$ cat config.mk
export PLATFORM = sky130hd
export DESIGN_NAME = obuf_seq
export DESIGN_NICKNAME = d
export VERILOG_FILES = /design/src/rtl/obuf_pkg.sv /design/src/rtl/wrap_cnt.sv /design/src/rtl/obuf_seq.sv
export SDC_FILE = /design/constraint.sdc
export NUM_CORES = 1
export LEC_CHECK = 0
export ABC_CLOCK_PERIOD_IN_PS = 1850
export BUFFER_PORTS_ARGS = -buffer_cell sky130_fd_sc_hd__buf_2
export CAP_MARGIN = 30
export CELL_PAD_IN_SITES_DETAIL_PLACEMENT = 0
export CELL_PAD_IN_SITES_GLOBAL_PLACEMENT = 2
export CORE_UTILIZATION = 17
export DETAILED_ROUTE_END_ITERATION = 16
export HOLD_SLACK_MARGIN = 0.06
export PLACE_DENSITY_LB_ADDON = 0.1
export SYNTH_ARGS = -nofsm -noshare
export SYNTH_HDL_FRONTEND = slang
export SYNTH_SLANG_ARGS = --single-unit
$ cat constraint.sdc
create_clock -name clk_i -period 1.85 [get_ports clk_i]
set_input_delay 0.185 -clock clk_i [delete_from_list [all_inputs] [get_ports clk_i]]
set_output_delay 0.185 -clock clk_i [all_outputs]
set_load 0.03 [all_outputs]
$ cat src/rtl/obuf_pkg.sv
// Shared types and default sizes for the output-buffer sequencer.
package obuf_pkg;

  localparam int unsigned OBUF_WIDTH  = 19;
  localparam int unsigned OBUF_DEPTH  = 8;
  localparam int unsigned OBUF_PASS_W = 8;

  typedef enum logic [2:0] {
    IDLE   = 3'd0,
    BIAS   = 3'd1,
    ACCUM  = 3'd2,
    RD_REQ = 3'd3,
    RD_OUT = 3'd4,
    DONE   = 3'd5
  } obuf_state_e;

endpackage

$ cat src/rtl/wrap_cnt.sv
// Modulo counter with synchronous clear; wraps to zero after reaching max_i.
module wrap_cnt #(
  parameter int unsigned W = 3
) (
  input  logic         clk_i,
  input  logic         rst_i,
  input  logic         clr_i,
  input  logic         inc_i,
  input  logic [W-1:0] max_i,
  output logic [W-1:0] cnt_o,
  output logic         wrap_o
);

  logic [W-1:0] cnt_q;
  logic [W-1:0] cnt_d;

  assign wrap_o = inc_i && (cnt_q == max_i);
  assign cnt_o  = cnt_q;

  always_comb begin
    cnt_d = cnt_q;
    if (clr_i) begin
      cnt_d = '0;
    end else if (inc_i) begin
      cnt_d = wrap_o ? '0 : cnt_q + W'(1);
    end
  end

  always_ff @(posedge clk_i) begin
    if (!rst_i) begin
      cnt_q <= '0;
    end else begin
      cnt_q <= cnt_d;
    end
  end

endmodule

$ cat src/rtl/obuf_seq.sv
// Output-buffer sequencer: bias preload, multi-pass accumulate, then a
// request/present drain of every buffer entry to the result stream.
module obuf_seq
  import obuf_pkg::*;
#(
  parameter int unsigned WIDTH  = OBUF_WIDTH,
  parameter int unsigned DEPTH  = OBUF_DEPTH,
  parameter int unsigned PASS_W = OBUF_PASS_W
) (
  input  logic                     clk_i,
  input  logic                     rst_i,
  input  logic                     start_i,
  input  logic [PASS_W-1:0]        passes_i,
  output logic                     busy_o,
  output logic                     done_o,
  input  logic [WIDTH-1:0]         bias_data_i,
  input  logic                     bias_valid_i,
  output logic                     bias_ready_o,
  input  logic [WIDTH-1:0]         psum_data_i,
  input  logic                     psum_valid_i,
  output logic                     psum_ready_o,
  output logic [WIDTH-1:0]         buf_wdata_o,
  output logic                     buf_wdata_vo,
  output logic [WIDTH-1:0]         buf_cdata_o,
  output logic                     buf_cw_vo,
  output logic [$clog2(DEPTH)-1:0] buf_raddr_o,
  input  logic [WIDTH-1:0]         buf_rdata_i,
  output logic [WIDTH-1:0]         out_data_o,
  output logic                     out_valid_o,
  input  logic                     out_ready_i,
  output logic                     out_last_o
);

  localparam int unsigned AW = $clog2(DEPTH);

  obuf_state_e       state_q;
  logic [PASS_W-1:0] passes_q;

  logic [AW-1:0]     idx_cnt;
  logic              idx_wrap;
  logic [PASS_W-1:0] pass_cnt;
  logic              pass_wrap;

  logic start_hs;
  logic bias_hs;
  logic psum_hs;
  logic out_hs;
  logic idx_last;

  assign start_hs = (state_q == IDLE)   && start_i;
  assign bias_hs  = (state_q == BIAS)   && bias_valid_i;
  assign psum_hs  = (state_q == ACCUM)  && psum_valid_i;
  assign out_hs   = (state_q == RD_OUT) && out_ready_i;
  assign idx_last = (idx_cnt == AW'(DEPTH - 1));

  // One counter serves as entry index in BIAS/drain and as beat index in ACCUM.
  wrap_cnt #(
    .W (AW)
  ) u_idx_cnt (
    .clk_i  (clk_i),
    .rst_i  (rst_i),
    .clr_i  (start_hs),
    .inc_i  (bias_hs || psum_hs || out_hs),
    .max_i  (AW'(DEPTH - 1)),
    .cnt_o  (idx_cnt),
    .wrap_o (idx_wrap)
  );

  // Pass counter wraps exactly when the final beat of the final pass lands.
  wrap_cnt #(
    .W (PASS_W)
  ) u_pass_cnt (
    .clk_i  (clk_i),
    .rst_i  (rst_i),
    .clr_i  (start_hs),
    .inc_i  (psum_hs && idx_wrap),
    .max_i  (passes_q - PASS_W'(1)),
    .cnt_o  (pass_cnt),
    .wrap_o (pass_wrap)
  );

  always_ff @(posedge clk_i) begin
    if (!rst_i) begin
      state_q  <= IDLE;
      passes_q <= '0;
    end else begin
      case (state_q)
        IDLE: begin
          if (start_i) begin
            state_q  <= BIAS;
            passes_q <= passes_i;
          end
        end
        BIAS: begin
          if (bias_hs && idx_wrap) begin
            state_q <= (passes_q == '0) ? RD_REQ : ACCUM;
          end
        end
        ACCUM: begin
          if (pass_wrap) begin
            state_q <= RD_REQ;
          end
        end
        RD_REQ: state_q <= RD_OUT;
        RD_OUT: begin
          if (out_hs) begin
            state_q <= idx_last ? DONE : RD_REQ;
          end
        end
        DONE:    state_q <= IDLE;
        default: state_q <= IDLE;
      endcase
    end
  end

  // Outputs decode the state register; stream data passes straight through.
  always_comb begin
    busy_o       = 1'b0;
    done_o       = 1'b0;
    bias_ready_o = 1'b0;
    psum_ready_o = 1'b0;
    out_valid_o  = 1'b0;
    out_last_o   = 1'b0;
    out_data_o   = '0;
    buf_wdata_o  = '0;
    buf_wdata_vo = 1'b0;
    buf_cdata_o  = '0;
    buf_cw_vo    = 1'b0;
    buf_raddr_o  = '0;
    if (rst_i) begin
      busy_o = (state_q != IDLE);
      case (state_q)
        BIAS: begin
          bias_ready_o = 1'b1;
          buf_raddr_o  = idx_cnt;
          buf_cdata_o  = bias_data_i;
          buf_cw_vo    = bias_valid_i;
        end
        ACCUM: begin
          psum_ready_o = 1'b1;
          buf_wdata_o  = psum_data_i;
          buf_wdata_vo = psum_valid_i;
        end
        RD_REQ: begin
          buf_raddr_o = idx_cnt;
        end
        RD_OUT: begin
          buf_raddr_o = idx_cnt;
          out_valid_o = 1'b1;
          out_data_o  = buf_rdata_i;
          out_last_o  = idx_last;
        end
        DONE: begin
          done_o = 1'b1;
        end
        default: begin
        end
      endcase
    end
  end

  a_strobe_excl: assert property (@(posedge clk_i) !(buf_cw_vo && buf_wdata_vo));
  a_done_pulse:  assert property (@(posedge clk_i) disable iff (!rst_i) done_o |=> !done_o);

endmodule

==> flow_summary.yaml <==
run_status:
  outcome: "complete, no violations"
synthesis:
  async_flop_share_pct: 0
  synth_seq_cells: 22
  synth_cell_types: 42
  synthFlopType: "dfxtp_1"
  yosys_warnings: 0
  ys_top_cells_by_area: "dfxtp_1 (24%), and2_1 (15%), and3_1 (7.3%)"
  yosys.area.top_type: "dfxtp_1"
  ys_seq_area_share_pct: 24.4
  synth_top_area_share_pct: 24.4
  syn_area_mm2: 0.00181
  avgSynthCellArea_um2: 7.34
  synth_nets: 321
  synthCells: 246
  synth_edf_count: 0
route:
  routed_wl_mm: 6.64
  wl_per_cell_um: 12.3
  dr.pass1.iters: 4
  viasPerCell: 4.22
  drc: 0
  via_count: 2272
  detail-route-antenna-nets: 0
  drt_iter0_drc: 60
floorplan:
  die_area_mm2: 0.0110
  io_pins: 139
  core_area_mm2: 0.0103
  initial_core_util_pct: 17.5
  dieWidth_um: 105
  rows: 37
  dieHeight_um: 105
cts:
  cts_hold_buffers: 0
  cts_sinks: 22
  cts_tree: "built"
  h-tree-depth: 1
  numCtsBuffers: 3
  clk_latency_ns: 0.26
  cts-root-buf: "clkbuf_8"
  clk_pin_slew_worst_paths_ns: 0.09
  clock_path_buffers: 2
hold_path:
  min_path_cells: 3
  hp-start: "passes_i[2]"
  holdPathEnd: "passes_q[2]$_SDFFE_PN0P_"
  holdCritPathClass: "input port to flip-flop"
power:
  leakage_nw: 1.58
  max-vdd-ir-drop_mv: 0.245
  p_per_area_mw_per_mm2: 428
global_route:
  antenna_found_initial: 0
  grt_max_degree: 37
  grt_usage_pct: 11.6
  grt_overflow_total: 0
  grt_pass1_vias: 2169
  grt_pass1_wl_mm: 10.3
place:
  io_buffers: 138
  placed_area_mm2: 0.00282
  pre_cts_slack_ns: 0.0103
  globalplace.congestion: 0.710
  hpwl_mm: 5.16
job:
  maxCapViolCount: 0
finish:
  syn2layout_area_growth_pct: 75.9
  antenna_cells: 0
  drive_gt1_share_pct: 49.3
  nets: 478
  final_cell_area_mm2: 0.00318
sta:
  finClkSkew_ns: 0.00191
  whs_ns: 0.160
  setup_slack_ns: 0.0520
  grt_setup_unrepaired: "yes"
  tns_ns: 0
  worstMarginPinSlew_ns: 0.373
  fmax_ghz: 0.556
  report.final.slew_viol_count: 0
  finalSetupViolations: 0
  final.min_clock_period_ns: 1.80
  period_share_pct: 97.2
  finalHoldViolCount: 0
  slew_headroom_pct: 74.9
setup_path:
  cp_max_fo: 7
  arrival_ns: 1.61
  endpoint_kind: "output port"
  r2r-end: "state_q[1]$_SDFFE_PN0P_"
  timing.rr.start: "u_idx_cnt.cnt_o[1]$_SDFFE_PP0P_"
  reg2reg_depth: 6
  start_kind: "flip-flop"
  worstSetupPathType: "flip-flop to output port"
  worstPathRequired_ns: 1.66
  r2r_slack_ns: 0.08
## final cells by class
| class | count | area, um2 |
|---|---|---|
| fillers | 1136 | 7150 |
| multi-input cells | 200 | 1350 |
| repair buffers | 171 | 1110 |
| flip-flops and latches | 22 | 449 |
| well taps | 136 | 170 |
| clock buffers | 3 | 41.3 |
| clock inverters | 1 | 30.0 |
| inverters | 5 | 18.8 |
## cell usage after synthesis (2+ instances only)
cell	number
and3_1	21
a211oi_1	2
nand3_1	2
clkbuf_1	14
xnor2_1	8
and2_1	43
o211a_1	2
a21oi_1	5
or3_1	4
nor3_1	12
nor2_1	10
buf_2	2
o21ai_0	2
buf_4	3
nor4b_1	2
ha_1	4
o22ai_1	2
a2bb2oi_1	2
xor2_1	6
nand4_1	6
nor3b_1	2
nor2b_1	6
dfxtp_1	22
inv_1	5
nand2_1	30
nor4_1	3
nand2b_1	4
a21boi_0	8
## critical path, stage by stage, from the launching register on
cell      delay [ns]
dfxtp_2         0.36
nand2b_4        0.14
buf_4           0.15
nor3b_4         0.23
buf_2           0.19
and2_1          0.13
buf_4           0.15
## kinds of logic after synthesis
| family | Yosys count | share of synthesized area (%) |
|---|---|---|
| buffers and inverters | 24 | 5.75 |
| multiplexers | 1 | 0.554 |
| AO/OA/AOI/OAI | 29 | 11.7 |
| flip-flops | 22 | 24.4 |
| adder cells (fa/ha/maj) | 4 | 2.77 |
| XOR/XNOR | 14 | 6.79 |
| AND/OR/NAND/NOR | 152 | 48.0 |
## routing by layer
layer  GRT usage, %  wire (um)
met3           2.99        481
met5              0          0
met1           13.1       2670
met4           2.72         44
met2           21.7       3440
## sequential cells by signal, summed over array words and instances (netlist names)
register          flops
passes_q              8
u_idx_cnt.cnt_o       3
u_pass_cnt.cnt_o      8
state_q               3
## report_power, final
part	switching (mW)	internal, mW
Clock	0.173	0.289
Sequential	0.0196	0.489
Combinational	0.193	0.195
Total	0.386	0.973
## worst max path at each step
| stage | depth (start not counted) | startpoint | end |
|---|---|---|---|
| 5_1_grt | 6 | state_q[2]$_SDFFE_PN0P_ | buf_wdata_o[3] |
| 6_report | 6 | state_q[2]$_SDFFE_PN0P_ | buf_wdata_o[8] |
| 4_1_cts | 6 | state_q[1]$_SDFFE_PN0P_ | buf_cw_vo |
| 3_5_place_dp | 8 | u_idx_cnt.cnt_o[1]$_SDFFE_PP0P_ | state_q[0]$_SDFFE_PN0P_ |
| 3_3_place_gp | 8 | u_idx_cnt.cnt_o[1]$_SDFFE_PP0P_ | state_q[0]$_SDFFE_PN0P_ |
| 2_1_floorplan | 5 | state_q[2]$_SDFFE_PN0P_ | out_data_o[10] |
## placed cells by master, fill, tap and decap left out, types with 2 or more instances in the layout
| master | Yosys | routed |
|---|---|---|
| nor2b_1 | 6 | 6 |
| o211a_1 | 2 | 2 |
| xnor2_1 | 8 | 8 |
| a211oi_1 | 2 | 2 |
| nand2b_1 | 4 | 3 |
| clkbuf_8 | 0 | 3 |
| and3_1 | 21 | 21 |
| buf_4 | 3 | 53 |
| and2_1 | 43 | 43 |
| clkbuf_4 | 0 | 22 |
| nor4_2 | 1 | 2 |
| buf_2 | 2 | 86 |
| nor2_1 | 10 | 9 |
| or3_1 | 4 | 3 |
| nor3_1 | 12 | 11 |
| dfxtp_1 | 22 | 15 |
| a21boi_0 | 8 | 8 |
| inv_1 | 5 | 5 |
| nand3_1 | 2 | 2 |
| xor2_1 | 6 | 6 |
| nand4_1 | 6 | 6 |
| nand2_1 | 30 | 30 |
| nand2b_4 | 1 | 2 |
| nor4b_1 | 2 | 2 |
| a21oi_1 | 5 | 5 |
| dfxtp_2 | 0 | 7 |
| buf_6 | 0 | 9 |
| ha_4 | 0 | 2 |
| a2bb2oi_1 | 2 | 2 |
| o22ai_1 | 2 | 2 |
## through the flow
step	util, %	instances	total power, mW
after floorplan	-	246	0.706
after global placement	27.4	528	0.873
after detailed placement	27.4	528	0.867
after CTS	28.9	534	1.34
after global routing	30.8	538	1.44
final	30.8	538	1.36
## repair_timing
item / in CTS / in global routing
gates cloned: 2 / 3
buffers inserted: 0 / 1
gates resized for setup: 28 / 75
endpoints found under the setup margin: 44 / 70
pin swaps: 2 / 3
(Power assumes the default switching activity.)
